$ cat src/rtl/seq_mult_ctrl.sv
// Unsigned shift-and-add multiplier: one N-bit ripple adder reused over N iterations.
// Latency: N+2 cycles from accepted start to the next possible start; done pulses once.
// Backpressure: none; start is ignored while busy, product holds until the next accepted start.

module full_adder_str (
  input  logic x,
  input  logic y,
  input  logic ci,
  output logic s,
  output logic co
);
  assign s  = x ^ y ^ ci;
  assign co = (x & y) | (ci & (x ^ y));
endmodule

// Structural N-bit ripple-carry adder built from a chain of full adders.
// Latency: combinational. Backpressure: none.
// Sum and carry-out are valid once the carry has rippled through all N stages.
module NBitAdder_str #(
  parameter int N = 32
) (
  input  logic [N-1:0] a,
  input  logic [N-1:0] b,
  input  logic         c_in,
  output logic [N-1:0] sum,
  output logic         c_out
);
  logic [N:0] carry;

  assign carry[0] = c_in;
  assign c_out    = carry[N];

  for (genvar i = 0; i < N; i++) begin : g_fa
    full_adder_str u_fa (
      .x  (a[i]),
      .y  (b[i]),
      .ci (carry[i]),
      .s  (sum[i]),
      .co (carry[i+1])
    );
  end
endmodule

// Sequential multiplier controller: start/busy/done handshake around a time-shared adder.
// Latency: N iterations after the start edge, then one DONE cycle, then IDLE.
// Backpressure: start is only sampled in IDLE; requests while busy are dropped.
module seq_mult_ctrl #(
  parameter int N = 32
) (
  input  logic           clk,
  input  logic           rst_n,
  input  logic           start,
  input  logic [N-1:0]   a,
  input  logic [N-1:0]   b,
  output logic           busy,
  output logic           done,
  output logic [2*N-1:0] product
);
  localparam int CW = $clog2(N) + 1;

  localparam logic [1:0] S_IDLE = 2'd0;
  localparam logic [1:0] S_RUN  = 2'd1;
  localparam logic [1:0] S_DONE = 2'd2;

  logic [1:0]   state;
  logic [N-1:0] m_reg;
  logic [N-1:0] p_hi;
  logic [N-1:0] p_lo;
  logic [CW-1:0] cnt;

  logic [N-1:0] addend;
  logic [N-1:0] sum;
  logic         c_out;
  logic [2*N-1:0] p_next;

  // The multiplier bit under inspection gates the multiplicand into the adder.
  assign addend = p_lo[0] ? m_reg : '0;

  NBitAdder_str #(.N(N)) u_adder (
    .a     (p_hi),
    .b     (addend),
    .c_in  (1'b0),
    .sum   (sum),
    .c_out (c_out)
  );

  // Carry lands in the MSB after the right shift, so no product bit is ever lost.
  assign p_next = {c_out, sum, p_lo[N-1:1]};

  assign busy = (state == S_RUN) || (state == S_DONE);
  assign done = (state == S_DONE);

  always_ff @(posedge clk) begin
    if (!rst_n) begin
      state   <= S_IDLE;
      m_reg   <= '0;
      p_hi    <= '0;
      p_lo    <= '0;
      cnt     <= '0;
      product <= '0;
    end else begin
      case (state)
        S_IDLE: begin
          if (start) begin
            m_reg <= a;
            p_hi  <= '0;
            p_lo  <= b;
            cnt   <= '0;
            state <= S_RUN;
          end
        end
        S_RUN: begin
          p_hi <= p_next[2*N-1:N];
          p_lo <= p_next[N-1:0];
          cnt  <= cnt + CW'(1);
          if (cnt == CW'(N - 1)) begin
            product <= p_next;
            state   <= S_DONE;
          end
        end
        S_DONE: begin
          state <= S_IDLE;
        end
        default: begin
          state <= S_IDLE;
        end
      endcase
    end
  end
endmodule

$ cat config.mk
export PLATFORM = sky130hd
export DESIGN_NAME = seq_mult_ctrl
export DESIGN_NICKNAME = d
export VERILOG_FILES = /design/src/rtl/seq_mult_ctrl.sv
export SDC_FILE = /design/constraint.sdc
export NUM_CORES = 1
export LEC_CHECK = 0
export CAP_MARGIN = 5
export CELL_PAD_IN_SITES_DETAIL_PLACEMENT = 1
export CELL_PAD_IN_SITES_GLOBAL_PLACEMENT = 2
export CORE_MARGIN = 2
export CORE_UTILIZATION = 29
export DETAILED_ROUTE_END_ITERATION = 10
export GPL_ROUTABILITY_DRIVEN = 0
export HOLD_SLACK_MARGIN = 0.02
export PLACE_DENSITY_LB_ADDON = 0.08
export SLEW_MARGIN = 25
export SYNTH_ARGS = -nofsm -noshare
export SYNTH_HDL_FRONTEND = slang
export SYNTH_SLANG_ARGS = --single-unit
$ cat constraint.sdc
create_clock -name clk -period 15.37 [get_ports clk]
set_input_delay 3.074 -clock clk [delete_from_list [all_inputs] [get_ports clk]]
set_output_delay 3.074 -clock clk [all_outputs]
set_load 0.03 [all_outputs]
# Word level (Yosys, flattened, before mapping)

Index checks and enable logic that the tools add are counted.

Eq/ne operators: 5
$mul: 0
Reduce and logical (&&, ||, !) cells: 7
Shift-type cells: 0
Div/mod/pow operators: 0
Bitwise operators: 157
Add/sub/neg operators: 1
Order comparisons: 0
Muxes and demuxes: 10

Operators with widths:

| cell                  | number |
|---|---|
| $pmux W32 S2          | 2 |
| $mux W32              | 3 |
| $and A1 B1 Y1         | 63 |
| $xor A1 B1 Y1         | 63 |
| $or A1 B1 Y1          | 31 |
| $pmux W6 S2           | 1 |
| $reduce_and A2 Y1     | 4 |
| $add A6 B1 Y6 const B | 1 |
| $eq A6 B5 Y1 const B  | 1 |
| $mux W6               | 1 |
| $mux W2               | 2 |
| $pmux W2 S2           | 1 |
| $eq A2 B1 Y1 const B  | 1 |
| $eq A2 B2 Y1 const B  | 1 |
| $logic_not A2 Y1      | 1 |
| $ne A2 B1 Y1 const B  | 1 |
| $ne A2 B2 Y1 const B  | 1 |
| $reduce_bool A2 Y1    | 1 |
| $logic_or A1 B1 Y1    | 1 |

Memories: 0
Output and inout port bits: 66
Flip-flop bits (word level): 168
Bits of input ports: 67
Memory bits (writable): 0
Logic and storage cells: 186
Memory bits (read-only): 0
Latch bits: 0

# Depth between registers and ports, before layout

Depth in word-level cells: 65
Gate-level depth with buffers: 38
Mapped depth without buffers: 38

# By module

Synthesis repeated with hierarchy kept, for this count alone.

Cell total of the unflattened synthesis: 789
Area total of the unflattened synthesis: 7169.4 µm²

Modules (own cells, without submodules):

| module         | sequential area each (µm²) | times used | area each (µm²) | cells an instance |
|---|---|---|---|---|
| seq_mult_ctrl  | 3363.2                     | 1          | 6528.8          | 757 |
| full_adder_str | 0.0                        | 32         | 20.0            | 1 |

# Worst setup path before layout

OpenSTA, ideal clock, no wires.

Kind: register -> register
Start: register p_lo[0]
End: register p_hi[30]
Stages on the path, launching flop included: 38
Buffers on the path: 1
Data required time: 15.255 ns
Setup slack: 1.017 ns
Arrival time: 14.238 ns
Setup time: 0.115 ns
Period minus slack after synthesis: 14.353 ns
Path through: dfxtp_1 -> clkbuf_1 -> nand2_1 -> fa_1 -> fa_1 -> fa_1 -> fa_1 -> fa_1 -> fa_1 -> fa_1 -> fa_1 -> fa_1 -> fa_1 -> fa_1 -> fa_1 -> fa_1 -> fa_1 -> fa_1 -> [... 2 more ...] -> fa_1 -> fa_1 -> fa_1 -> fa_1 -> fa_1 -> fa_1 -> fa_1 -> fa_1 -> fa_1 -> fa_1 -> fa_1 -> inv_1 -> fa_1 -> fa_1 -> inv_1 -> fa_1 -> o21ai_0 -> and2_1

Cells in the longest elaborated chain, start to end: 64
Elaborated cells between the ends (all ways): 125
Those cells by class: 2 x mux; 123 x bitwise

Ends and longest elaborated chain:

| item                                           | line | text |
|---|---|---|
| start: declaration                             | 68   | `logic [N-1:0] p_lo;` |
| start signal: assignment                       | 114  | `p_lo <= p_next[N-1:0];` |
| $mux W32 *                                     | 77   | `assign addend = p_lo[0] ? m_reg : '0;` |
| $and A1 B1 Y1 or $xor A1 B1 Y1 (tied branches) | 13   | `assign co = (x & y) \| (ci & (x ^ y));` |
| $and A1 B1 Y1                                  | 13   |  |
| $or A1 B1 Y1                                   | 13   |  |
| $and A1 B1 Y1                                  | 13   |  |
| $or A1 B1 Y1                                   | 13   |  |
| $and A1 B1 Y1                                  | 13   |  |
| $or A1 B1 Y1                                   | 13   |  |
| [... 48 more ...]                              | --   |  |
| $and A1 B1 Y1                                  | 13   |  |
| $or A1 B1 Y1                                   | 13   |  |
| $and A1 B1 Y1                                  | 13   |  |
| $or A1 B1 Y1                                   | 13   |  |
| $and A1 B1 Y1                                  | 13   |  |
| $or A1 B1 Y1                                   | 13   |  |
| $xor A1 B1 Y1 *                                | 12   | `assign s = x ^ y ^ ci;` |
| $pmux W32 S2 *                                 | 102  | `case (state)` |
| end signal: assignment                         | 113  | `p_hi <= p_next[2*N-1:N];` |
| end: declaration                               | 67   | `logic [N-1:0] p_hi;` |

Mark *: on every way between the ends. The rest lies on a longest branch, timed or not.
A chain may end at the register's enable or synchronous reset.

# Worst setup path after layout

Same ends and word-level chain as after synthesis.

==> flow_results.org <==
** Run status
- The flow ran to the end, and the final reports show no timing, DRC or antenna violations.

** Yosys
- Cells taking the most area after synthesis :: sky130_fd_sc_hd__dfxtp_1 46%, sky130_fd_sc_hd__fa_1 8.5%, sky130_fd_sc_hd__nand2_1 6.8%
- Yosys warnings :: 0
- Syn Area/Cell :: 9.26 um^2
- After technology mapping, the gate count stands at 789.
- Nets in the synthesized netlist :: 892
- Post-synthesis instance area :: 7310 um^2
- Biggest area consumer among synthesized cells :: sky130_fd_sc_hd__dfxtp_1
- Of the post-synthesis cell area, the dominant cell type holds 46.0%.
- Number of different library cells in the post-synthesis netlist :: 32
- The share of the Yosys chip area taken by registers is 46.0%.
- Number of synthesized register bits :: 168

** Power and ir drop
- Fraction of power consumed by sequential logic :: 45.5%
- In this run the power spent charging and discharging nets is 0.264 mW.
- Max VDD drop :: 0.0000634 V
- Leakage :: 3.05 nW
- Of the total power, the share spent switching nets is 25.9%.
- Pwr per Cell Area :: 108 nW/um^2
- The internal portion of the total power is 0.753 mW.
- Proportion of power drawn by combinational gates :: 9.8%
- The clock network accounts for 44.7% of the total power.

** Finish
- Fraction of final layout cells sized beyond drive strength 1 :: 8.57%
- Area grow syn2layout :: 28.6%
- Largest register by flop count :: product
- 0 antenna diodes ended up in the layout.
- Commonest cells after routing, fill and taps aside :: 168 x sky130_fd_sc_hd__dfxtp_1, 132 x sky130_fd_sc_hd__nand2_1, 131 x sky130_fd_sc_hd__clkdlybuf4s50_1
- The register with the most flip-flops in the layout has 64 of them.
- Once layout is complete, the utilization of the core stands at 37.6%.
- Leaving out fill and tap cells, the most frequent cell in the layout is sky130_fd_sc_hd__dfxtp_1.
- At the end of the flow, the number of nets in the layout was 988.

** Critical path
- Crit-path most repeated cell :: sky130_fd_sc_hd__fa_1
- The worst register-to-register path ends at p_hi[30]$_SDFFE_PN0P_.
- Class of the most critical setup path :: reg -> reg
- Worst endpoint required time :: 15.68 ns
- Data arrival time of the critical path :: 14.99 ns
- Stage delay of the slowest cell on the critical path :: 0.54 ns
- Crit Reg-Reg Startpoint :: p_lo[0]$_SDFFE_PN0P_
- The number of cells on the worst reg-to-reg path is 38.
- STA classifies the critical path startpoint as a flop.
- Setup slack of the worst register-to-register path :: 0.69 ns
- Critical Path Fanout Max :: 3
- Kind of end point of the critical path :: flop
- Standard cell with the maximum stage delay on the critical path :: sky130_fd_sc_hd__fa_1

** GRT
- Largest net degree at the start of global routing :: 101
- Global-route wire length before repair :: 31.4 mm
- Initial antenna violation count :: 0
- Via count of the first global-routing pass :: 6164
- Across every metal layer, demand over resource in global routing totals 15.0%.
- After global routing the overflow that remains totals 0.

** Clock tree
- # clock sinks :: 168
- CTS tree :: done
- Inserted Clock Buffers :: 17
- The tree is rooted in a sky130_fd_sc_hd__clkbuf_16.
- No sink is reached through more buffers than the 2 on the longest clock path.
- Number of buffers added for setup after CTS :: 0
- Clock-pin slew was measured on the worst setup and hold paths at 0.07 ns.
- Clock latency on the worst-skew pair, taken at its later pin, is 0.43 ns.
- # H-tree levels :: 4

** Worst hold path
- Sink of the worst hold path :: product[30]$_SDFFE_PN0P_
- The startpoint identified for the worst hold timing path is product[30]$_SDFFE_PN0P_.
- In this run the worst hold path is classified as reg -> reg.
- Hold Path Cell Cnt :: 2

** Detailed routing
- Dividing the detail-routed via count by the number of cells gives 4.69.
- Dividing the detail-routed wire length by the instance count gives 15.6 um.
- DRC viols :: 0
- Across all layers, the routed design uses 5755 vias.
- The first routing iteration left 170 violations.
- The first TritonRoute pass finished after 4 iterations.
- Number of nets with antenna violations after routing :: 0
- Wire length reported by the detailed router :: 19.2 mm

** STA
- Measured against its own limit, the worst slew margin works out to 35.5%.
- Final hold violation count :: 0
- Unrepaired setup endpoints after global routing :: no
- Count of final max-slew check failures :: 0
- Slew at the pin closest to its max-slew limit :: 0.967 ns
- Setup violation total in the final timing report :: 0
- Final setup skew :: 0.0121 ns
- After routing, the total negative slack on setup checks comes to 0 ns.
- Dividing the final minimum period by the clock period gives 95.5%.
- Derived from the worst setup path, the maximum achievable clock frequency is 68.1 MHz.
- Period minus WS final :: 14.68 ns

** Floorplan
- Horizontal extent of the die :: 163 um
- Vertical die dimension :: 163 um
- Core Box Area :: 25000 um^2
- Once the floorplan was initialized, standard cells occupied 29.3% of the core.
- Row generation in the floorplan step produced 58 rows.
- 133 I/O pins were placed.
- Die outline area :: 26500 um^2

** Place
- Port Buffers :: 132
- Final HPWL from detailed placement :: 12.5 mm

** Job
- Max Cap Violations :: 0
critical path, delay by kind of cell, from the launching register on:
kind | cells | cell delay (ns)
DFF | 1 | 0.35
AOI/OAI and AO/OA | 1 | 0.08
buffers and inverters | 3 | 0.19
and+or+nand+nor | 2 | 0.31
adders and majority gates | 32 | 13.63
cells in the mapped netlist:
master and count:
sky130_fd_sc_hd__o22ai_1 28, sky130_fd_sc_hd__and2_1 35, sky130_fd_sc_hd__dfxtp_1 168, sky130_fd_sc_hd__buf_8 1, sky130_fd_sc_hd__o21ai_0 36, sky130_fd_sc_hd__o21ai_1 3
sky130_fd_sc_hd__a22oi_1 3, sky130_fd_sc_hd__inv_1 36, sky130_fd_sc_hd__a211oi_1 34, sky130_fd_sc_hd__nand3_1 34, sky130_fd_sc_hd__nand2b_1 2, sky130_fd_sc_hd__nand4_1 1
sky130_fd_sc_hd__ha_1 5, sky130_fd_sc_hd__buf_4 5, sky130_fd_sc_hd__nor3_2 1, sky130_fd_sc_hd__nor2_1 70, sky130_fd_sc_hd__clkbuf_2 2, sky130_fd_sc_hd__nand2_1 133
sky130_fd_sc_hd__nand3_2 1, sky130_fd_sc_hd__fa_1 31, sky130_fd_sc_hd__clkbuf_1 26, sky130_fd_sc_hd__a21oi_1 35, sky130_fd_sc_hd__buf_2 19, sky130_fd_sc_hd__mux2i_1 34
sky130_fd_sc_hd__xor2_1 3, sky130_fd_sc_hd__buf_6 7, sky130_fd_sc_hd__inv_2 1, sky130_fd_sc_hd__and3_1 1, sky130_fd_sc_hd__or3_1 1, sky130_fd_sc_hd__buf_1 2
sky130_fd_sc_hd__a211oi_2 30, sky130_fd_sc_hd__mux2_4 1
power groups by stage:
stage,clock network [mW],logic (mW),registers [mW]
6_report,0.455,0.0993,0.463
5_1_grt,0.488,0.111,0.465
4_1_cts,0.472,0.101,0.463
3_5_place_dp,0,0.101,0.473
3_3_place_gp,0,0.0985,0.472
2_1_floorplan,0,0.0663,0.469
layout make-up:
cell class,instances,area (um^2)
Fill cell,2877,15600
Multi-Input combinational cell,522,3490
Sequential cell,168,3360
Timing Repair Buffer,139,1380
Clock buffer,17,425
Tap cell,330,413
Clock inverter,15,189
Inverter,37,141
routing by layer:
metal / track usage (%) / part of all wire (%) / wire, um
met1: 18.3 / 46 / 8830
met2: 26.9 / 50 / 9590
met3: 2.70 / 2.9 / 552
met4: 4.14 / 1.1 / 206
met5: 0 / 0 / 0
metrics by stage:
step | area, um^2 | setup WS [ns] | hold WS [ns] | power [mW] | instances
4_1_cts | 9380 | 0.410 | 0.454 | 1.04 | 1228
2_1_floorplan | 7310 | 1.02 | 0.432 | 0.536 | 789
3_5_place_dp | 8770 | 0.550 | 0.444 | 0.574 | 1196
6_report | 9400 | 0.694 | 0.453 | 1.02 | 1228
5_1_grt | 9400 | 0.0521 | 0.475 | 1.06 | 1228
3_3_place_gp | 8760 | 0.575 | 0.441 | 0.571 | 1196
worst max-delay path by stage:
| stage | to | slack (ns) | cells after the start | from |
|---|---|---|---|---|
| floorplan | p_hi[30]$_SDFFE_PN0P_ | 1.02 | 37 | p_lo[0]$_SDFFE_PN0P_ |
| global placement | p_hi[30]$_SDFFE_PN0P_ | 0.58 | 38 | p_lo[0]$_SDFFE_PN0P_ |
| detailed placement | p_hi[30]$_SDFFE_PN0P_ | 0.55 | 38 | p_lo[0]$_SDFFE_PN0P_ |
| CTS | p_hi[30]$_SDFFE_PN0P_ | 0.41 | 38 | m_reg[0]$_SDFFE_PN0P_ |
| global route | p_hi[30]$_SDFFE_PN0P_ | 0.05 | 38 | m_reg[0]$_SDFFE_PN0P_ |
| finish | p_hi[30]$_SDFFE_PN0P_ | 0.69 | 38 | p_lo[0]$_SDFFE_PN0P_ |
timing repair:
action	in CTS	in global routing
endpoints found under the hold margin	0	0
setup endpoints to repair	0	1
gates resized for setup	0	1
hold buffers	0	0
cell families (layout without fill, tap and decap cells):
kind of cell / count (synthesis) / count (layout) / share of synthesized area [%]
mux: 35 / 35 / 4.86
buf+inv: 99 / 208 / 6.57
simple gates: 279 / 279 / 16.4
flops: 168 / 168 / 46.0
fa+ha+maj: 36 / 36 / 9.35
xor+xnor: 3 / 3 / 0.360
compound gates: 169 / 169 / 16.4
No activity file was read; power rests on OpenSTA's default activity.
